--- config.mk ---
export PLATFORM = sky130hd
export DESIGN_NAME = note_sequencer_flat
export DESIGN_NICKNAME = d
export VERILOG_FILES = /design/src/rtl/musicbox_pkg.sv /design/src/rtl/note_sequencer_if.sv /design/src/rtl/slot_timer.sv /design/src/rtl/note_sequencer.sv /design/src/flat_wrapper.sv
export SDC_FILE = /design/constraint.sdc
export NUM_CORES = 1
export LEC_CHECK = 0
export BUFFER_PORTS_ARGS = -buffer_cell sky130_fd_sc_hd__clkbuf_2
export CAP_MARGIN = 20
export CORE_UTILIZATION = 58
export CTS_CLUSTER_DIAMETER = 80
export DETAILED_ROUTE_END_ITERATION = 10
export GPL_TIMING_DRIVEN = 0
export PLACE_DENSITY = 0.83
export RECOVER_POWER = 50
export SYNTH_ARGS = -nofsm -noshare
export SYNTH_HDL_FRONTEND = slang
export SYNTH_HIERARCHICAL = 1
export SYNTH_SLANG_ARGS = --single-unit
--- constraint.sdc ---
create_clock -name clk -period 4 [get_ports clk]
set_clock_uncertainty 0.2 [all_clocks]
set_input_delay 0.2 -clock clk [delete_from_list [all_inputs] [get_ports clk]]
set_output_delay 0.2 -clock clk [all_outputs]
set_load 0.02 [all_outputs]
--- src/rtl/musicbox_pkg.sv ---
// Shared types and defaults for the music-box note sequencer.
// Holds the FSM state enum, song-length and tick-divider defaults, and an address helper.
package musicbox_pkg;

    typedef enum logic [1:0] {
        StIdle,
        StPlay,
        StPause,
        StDone
    } seq_state_e;

    localparam int unsigned DefTickDiv  = 12500000;
    localparam int unsigned DefSong0Len = 196;
    localparam int unsigned DefSong1Len = 243;
    localparam int unsigned AddrWidth   = 8;

    // Address of the final slot of a song with the given slot count.
    function automatic logic [AddrWidth-1:0] last_addr(input int unsigned len);
        return AddrWidth'(len - 1);
    endfunction

endpackage

--- src/rtl/note_sequencer_if.sv ---
// Control and note-address bundle between a player front-end and the note sequencer.
// The master drives the one-cycle command pulses; the slave (sequencer) drives the ROM side.
interface note_sequencer_if;
    import musicbox_pkg::*;

    logic                 play;
    logic                 pause_tgl;
    logic                 stop;
    logic                 song_sel;
    logic [AddrWidth-1:0] address;
    logic                 song_id;
    logic                 beat_stb;
    logic                 mute;
    logic                 done;

    modport master (
        output play, pause_tgl, stop, song_sel,
        input  address, song_id, beat_stb, mute, done
    );

    modport slave (
        input  play, pause_tgl, stop, song_sel,
        output address, song_id, beat_stb, mute, done
    );

endinterface

--- src/rtl/slot_timer.sv ---
// Note-slot divider: counts 0..TICK_DIV-1 while enabled, with a terminal-count pulse.
// Clear wins over enable; the count holds when enable is low.
module slot_timer import musicbox_pkg::*; #(
    parameter int unsigned TICK_DIV = DefTickDiv
) (
    input  logic clk,
    input  logic rst_n,
    input  logic en,
    input  logic clr,
    output logic wrap
);

    localparam int unsigned          TickWidth = $clog2(TICK_DIV);
    localparam logic [TickWidth-1:0] TickLast  = TickWidth'(TICK_DIV - 1);

    logic [TickWidth-1:0] tick_q;

    // Combinational so the sequencer can register its address update on this same edge.
    assign wrap = en && (tick_q == TickLast);

    always_ff @(posedge clk) begin
        if (!rst_n || clr) begin
            tick_q <= '0;
        end else if (en) begin
            tick_q <= wrap ? '0 : tick_q + TickWidth'(1);
        end
    end

endmodule

--- src/rtl/note_sequencer.sv ---
// Note sequencer: steps a note-ROM address through the latched song, one slot per TICK_DIV clocks.
// Define SEQ_LOOP_EN to wrap the song forever instead of finishing in DONE.
module note_sequencer import musicbox_pkg::*; #(
    parameter int unsigned TICK_DIV  = DefTickDiv,
    parameter int unsigned SONG0_LEN = DefSong0Len,
    parameter int unsigned SONG1_LEN = DefSong1Len
) (
    input logic             clk,
    input logic             rst_n,
    note_sequencer_if.slave bus
);

    seq_state_e           state_q;
    logic [AddrWidth-1:0] address_q;
    logic                 song_id_q;
    logic                 beat_q;
    logic                 mute_q;
    logic                 done_q;

    logic                 start;
    logic                 timer_en;
    logic                 timer_clr;
    logic                 wrap;
    logic [AddrWidth-1:0] last;

    always_comb begin
        start     = bus.play && ((state_q == StIdle) || (state_q == StDone));
        // play outranks pause_tgl, so play+pause_tgl together in PLAY leaves the count running.
        timer_en  = (state_q == StPlay) && !bus.stop && (bus.play || !bus.pause_tgl);
        timer_clr = bus.stop || start;
        last      = song_id_q ? last_addr(SONG1_LEN) : last_addr(SONG0_LEN);
    end

    slot_timer #(
        .TICK_DIV (TICK_DIV)
    ) u_timer (
        .clk   (clk),
        .rst_n (rst_n),
        .en    (timer_en),
        .clr   (timer_clr),
        .wrap  (wrap)
    );

    always_ff @(posedge clk) begin
        if (!rst_n) begin
            state_q   <= StIdle;
            address_q <= '0;
            song_id_q <= 1'b0;
            beat_q    <= 1'b0;
            mute_q    <= 1'b1;
            done_q    <= 1'b0;
        end else begin
            beat_q <= 1'b0;
            if (bus.stop) begin
                state_q   <= StIdle;
                address_q <= '0;
                mute_q    <= 1'b1;
                done_q    <= 1'b0;
            end else begin
                unique case (state_q)
                    StIdle, StDone: begin
                        if (bus.play) begin
                            state_q   <= StPlay;
                            song_id_q <= bus.song_sel;
                            address_q <= '0;
                            mute_q    <= 1'b0;
                            done_q    <= 1'b0;
                        end
                    end
                    StPlay: begin
                        if (!bus.play && bus.pause_tgl) begin
                            state_q <= StPause;
                            mute_q  <= 1'b1;
                        end else if (wrap) begin
                            if (address_q == last) begin
`ifdef SEQ_LOOP_EN
                                address_q <= '0;
                                beat_q    <= 1'b1;
`else
                                state_q <= StDone;
                                mute_q  <= 1'b1;
                                done_q  <= 1'b1;
`endif
                            end else begin
                                address_q <= address_q + AddrWidth'(1);
                                beat_q    <= 1'b1;
                            end
                        end
                    end
                    StPause: begin
                        if (bus.play || bus.pause_tgl) begin
                            state_q <= StPlay;
                            mute_q  <= 1'b0;
                        end
                    end
                    default: begin
                        state_q <= StIdle;
                        mute_q  <= 1'b1;
                        done_q  <= 1'b0;
                    end
                endcase
            end
        end
    end

    assign bus.address  = address_q;
    assign bus.song_id  = song_id_q;
    assign bus.beat_stb = beat_q;
    assign bus.mute     = mute_q;
    assign bus.done     = done_q;

endmodule

--- src/flat_wrapper.sv ---
// flat-port wrapper written by rule: the top's interface ports become plain ports
module note_sequencer_flat import musicbox_pkg::*;
#(
    parameter int unsigned TICK_DIV  = DefTickDiv,
    parameter int unsigned SONG0_LEN = DefSong0Len,
    parameter int unsigned SONG1_LEN = DefSong1Len
)
  (clk, rst_n, bus_play, bus_pause_tgl, bus_stop, bus_song_sel, bus_address, bus_song_id, bus_beat_stb, bus_mute, bus_done);
  note_sequencer_if bus_i ();
  input logic clk;
  input logic rst_n;
  input wire logic [$bits(bus_i.play)-1:0] bus_play;
  input wire logic [$bits(bus_i.pause_tgl)-1:0] bus_pause_tgl;
  input wire logic [$bits(bus_i.stop)-1:0] bus_stop;
  input wire logic [$bits(bus_i.song_sel)-1:0] bus_song_sel;
  output wire logic [$bits(bus_i.address)-1:0] bus_address;
  output wire logic [$bits(bus_i.song_id)-1:0] bus_song_id;
  output wire logic [$bits(bus_i.beat_stb)-1:0] bus_beat_stb;
  output wire logic [$bits(bus_i.mute)-1:0] bus_mute;
  output wire logic [$bits(bus_i.done)-1:0] bus_done;
  assign bus_i.play = bus_play;
  assign bus_i.pause_tgl = bus_pause_tgl;
  assign bus_i.stop = bus_stop;
  assign bus_i.song_sel = bus_song_sel;
  assign bus_address = bus_i.address;
  assign bus_song_id = bus_i.song_id;
  assign bus_beat_stb = bus_i.beat_stb;
  assign bus_mute = bus_i.mute;
  assign bus_done = bus_i.done;
  note_sequencer #(.TICK_DIV(TICK_DIV), .SONG0_LEN(SONG0_LEN), .SONG1_LEN(SONG1_LEN)) u_core (.clk(clk), .rst_n(rst_n), .bus(bus_i));
endmodule
==> results.sh <==
export IMPL_drive_above_1_share=0.0863
export IMPL_insertion_delay_ps=350
export IMPL_grt_pass1_wl_mm=6.64
export IMPL_cts_buffers_inserted=5
export IMPL_synth_cells=227
export IMPL_synth_compound_area_share=0.177
export IMPL_gp_congestion=0.790
export IMPL_synth_fa_ha_area_frac=0.0256
export IMPL_synth_area_leaders="dfxtp_1 (39%), a21oi_1 (4.9%), nand4_1 (3.5%)"
export IMPL_antenna_cells=0
export IMPL_outcome="complete, no violations"
export IMPL_start_util=0.626
export IMPL_yosys_area_share_simple=0.318
export IMPL_slew_viol_final=0
export IMPL_antenna_found_initial=0
export IMPL_path_max_fanout=10
export IMPL_fill_cells=252
export IMPL_yosys_area_top_type="dfxtp_1"
export IMPL_synth_xor_area_frac=0.0403
export IMPL_dr_pass1_iters=4
export IMPL_ff2ff_path_depth=11
export IMPL_die_h_um=60.1
export IMPL_crit_path_start_kind="flop"
export IMPL_finalNetCount=264
export IMPL_port_buffers=17
export IMPL_internal_power_mw=0.606
export IMPL_synth_ff_type="dfxtp_1"
export IMPL_worst_ep_arrival_time_ps=3700
export IMPL_dieWidth_um=60.1
export IMPL_r2r_start="u_core/state_q[1]"
export IMPL_slew_headroom=0.547
export IMPL_fin_tns_setup_ps=0
export IMPL_fp_coreArea_sq_um=3130
export IMPL_num_vias=1791
export IMPL_synth_async_reset_ratio=0
export IMPL_worst_slack_ps=410
export IMPL_cts_resized_gates=0
export IMPL_p_leak_nw=0.687
export IMPL_ios=18
export IMPL_critPathKind="flop to flop"
export IMPL_grt_use_total=0.247
export IMPL_htreeDepth=2
export IMPL_drt_total_wl_mm=3.96
export IMPL_die_area_sq_um=3610
export IMPL_tritoncts="yes"
export IMPL_min_period_over_period=0.898
export IMPL_combPwrFrac=0.052
export IMPL_fmax_mhz=279
export IMPL_yosys_warnings=6
export IMPL_synth_seq_cells=38
export IMPL_min_from="bus_play"
export IMPL_hpwl_mm=2.82
export IMPL_seqPwrFrac=0.500
export IMPL_clockBufferDepth=2
export IMPL_rrSetupSlack_ps=410
export IMPL_tightestPinTransition_ps=677
export IMPL_irDropWorstVdd_uv=250
export IMPL_drt_iter0_drc=99
export IMPL_period_needed_ps=3590
export IMPL_utilization=0.708
export IMPL_drc_errors=0
export IMPL_hp_class="input pin to flop"
export IMPL_synth_top_family_by_area="simple AND/OR/NAND/NOR gates"
export IMPL_synthMuxAreaShare=0.0205
export IMPL_ant_nets=0
export IMPL_p_sw_frac=0.206
export IMPL_dpl_worst_slack_ps=524
export IMPL_ys_types=45
export IMPL_synth_edf_count=0
export IMPL_setup_viol=0
export IMPL_rsz0062_at_grt="false"
export IMPL_synth_top_cell_area_share=0.389
export IMPL_syn_nets=237
export IMPL_clkSlewWorstSetupHoldPaths_ps=120
export IMPL_first_global_vias=1568
export IMPL_synth_seq_area_share=0.389
export IMPL_holdPathEnd="u_core/state_q[0]"
export IMPL_required_ps=4110
export IMPL_worstSetupStartpoint="u_core/state_q[1]"
export IMPL_syn_area_sq_um=1960
export IMPL_grt_max_degree=13
export IMPL_root_buffer="clkbuf_4"
export IMPL_min_path_cells=3
export IMPL_syn_to_final_growth_pct=13.2
export IMPL_wl_per_cell_um=13.2
export IMPL_viasPerCell=5.99
export IMPL_clkSinkCount=38
export IMPL_cellPowerDensity_nw_per_um2=345
export IMPL_p_clk_frac=0.449
export IMPL_end_kind="flop"
export IMPL_rows=20
export IMPL_reg2reg_to="u_core/bus.address[7]"
export IMPL_syn_area_per_cell_sq_um=8.62
export IMPL_grt_overflow=0
export IMPL_finalHoldViolations=0
export IMPL_p_sw_mw=0.157
export IMPL_drv_cap=0
sequential cells by signal (all words and copies together), names as in the netlist:
| signal | count |
|---|---|
| u_core/state_q | 2 |
| u_core/bus.done | 1 |
| u_core/bus.beat_stb | 1 |
| u_core/bus.address | 8 |
| u_core/bus.song_id | 1 |
| u_core/u_timer/tick_q | 24 |
| u_core/bus.mute | 1 |
critical path, stage by stage (launching register included):
cell	delay, ps
dfxtp_1	360
inv_1	70
ha_1	200
clkbuf_1	350
nor3b_1	250
buf_2	220
and4_1	310
nand4_1	200
nor2_1	410
a31oi_1	350
or4_1	550
nand2_1	80
cell usage after synthesis, drive strengths merged (4+ instances only):
master,instances
dfxtp,38
a21oi,19
nand2,17
nor2,14
o21ai,13
nand4,12
nand3,11
or3,10
nor2b,7
or4,7
clkbuf,6
xor2,6
inv,5
nand2b,5
o31ai,5
and4,4
ha,4
mux2i,4
nor3,4
layer usage:
metal / wire length, um / GRT usage / vias up
li1: - / - / 908
met1: 1760 / 0.284 / 829
met2: 1950 / 0.424 / 45
met3: 174 / 0.0671 / 9
met4: 66 / 0.110 / 0
met5: 0 / 0 / -
worst max-delay path by stage:
stage | endpoint | slack, ps | cells past startpoint
final | u_core/bus.address[7] | 410 | 11
after global routing | u_core/bus.address[7] | 160 | 11
after CTS | u_core/bus.address[7] | 480 | 11
after detailed placement | u_core/bus.address[5] | 520 | 11
after global placement | u_core/bus.address[7] | 530 | 11
after floorplan | u_core/bus.address[7] | 1060 | 11
repair_timing:
action,4_1_cts,5_1_grt
hold endpoints to repair,5,0
hold buffers,3,0
setup buffers,0,0
logic make-up after synthesis:
family	Yosys count
fa+ha+maj	4
compound gates	53
xor+xnor	9
buf+inv	13
mux	4
simple gates	106
flops	38
power by group through the flow:
stage	registers (mW)	logic [mW]	clock network, mW
global placement	0.390	0.0361	0
global route	0.382	0.0433	0.369
floorplan	0.391	0.0239	0
finish	0.382	0.0394	0.343
detailed placement	0.390	0.0370	0
CTS	0.382	0.0393	0.349
layout by cell type (no fill, tap or decap), types with 2 or more instances in the layout:
master / synthesis / routed
xnor2_1: 3 / 3
nor4_1: 3 / 3
ha_1: 4 / 4
nand3_1: 11 / 11
nor2b_1: 7 / 7
o21ai_0: 13 / 13
xor2_1: 6 / 6
o2bb2ai_1: 2 / 2
bufinv_16: 0 / 2
o21bai_1: 3 / 3
dfxtp_1: 38 / 38
nand2_1: 16 / 16
and3_1: 3 / 3
nand2b_1: 5 / 5
clkbuf_2: 0 / 5
a211oi_1: 2 / 2
o31ai_1: 5 / 5
dlygate4sd3_1: 0 / 3
or3_1: 9 / 9
nand4_1: 11 / 12
inv_1: 5 / 5
or4_1: 7 / 7
nor3_1: 4 / 4
nor2_1: 14 / 14
clkbuf_1: 6 / 18
a21oi_1: 19 / 19
nand3b_1: 2 / 2
and4_1: 3 / 4
o211ai_1: 3 / 3
mux2i_1: 4 / 4
or4b_4: 2 / 2
clkbuf_4: 0 / 5
final cells by class:
| cell class | count | area [sq um] | share of cell area |
|---|---|---|---|
| Timing Repair Buffer | 20 | 100 | 0.0452 |
| Tap cell | 44 | 55.1 | 0.0248 |
| Sequential cell | 38 | 761 | 0.343 |
| Clock inverter | 2 | 60.1 | 0.0271 |
| Clock buffer | 6 | 51.3 | 0.0232 |
| Inverter | 5 | 18.8 | 0.00847 |
| Buffer | 8 | 38.8 | 0.0175 |
| Multi-Input combinational cell | 176 | 1130 | 0.510 |
per-stage QoR:
| stage | std cells | hold WS, ps | total power, mW | cell area [sq um] |
|---|---|---|---|---|
| 2_1_floorplan | 227 | 128 | 0.415 | 1960 |
| 3_3_place_gp | 288 | 252 | 0.426 | 2100 |
| 3_5_place_dp | 288 | 259 | 0.427 | 2100 |
| 4_1_cts | 299 | 30.3 | 0.770 | 2240 |
| 5_1_grt | 299 | 51.6 | 0.795 | 2220 |
| 6_report | 299 | 41.4 | 0.764 | 2220 |
Note: power is estimated with default switching activity, not from simulation.
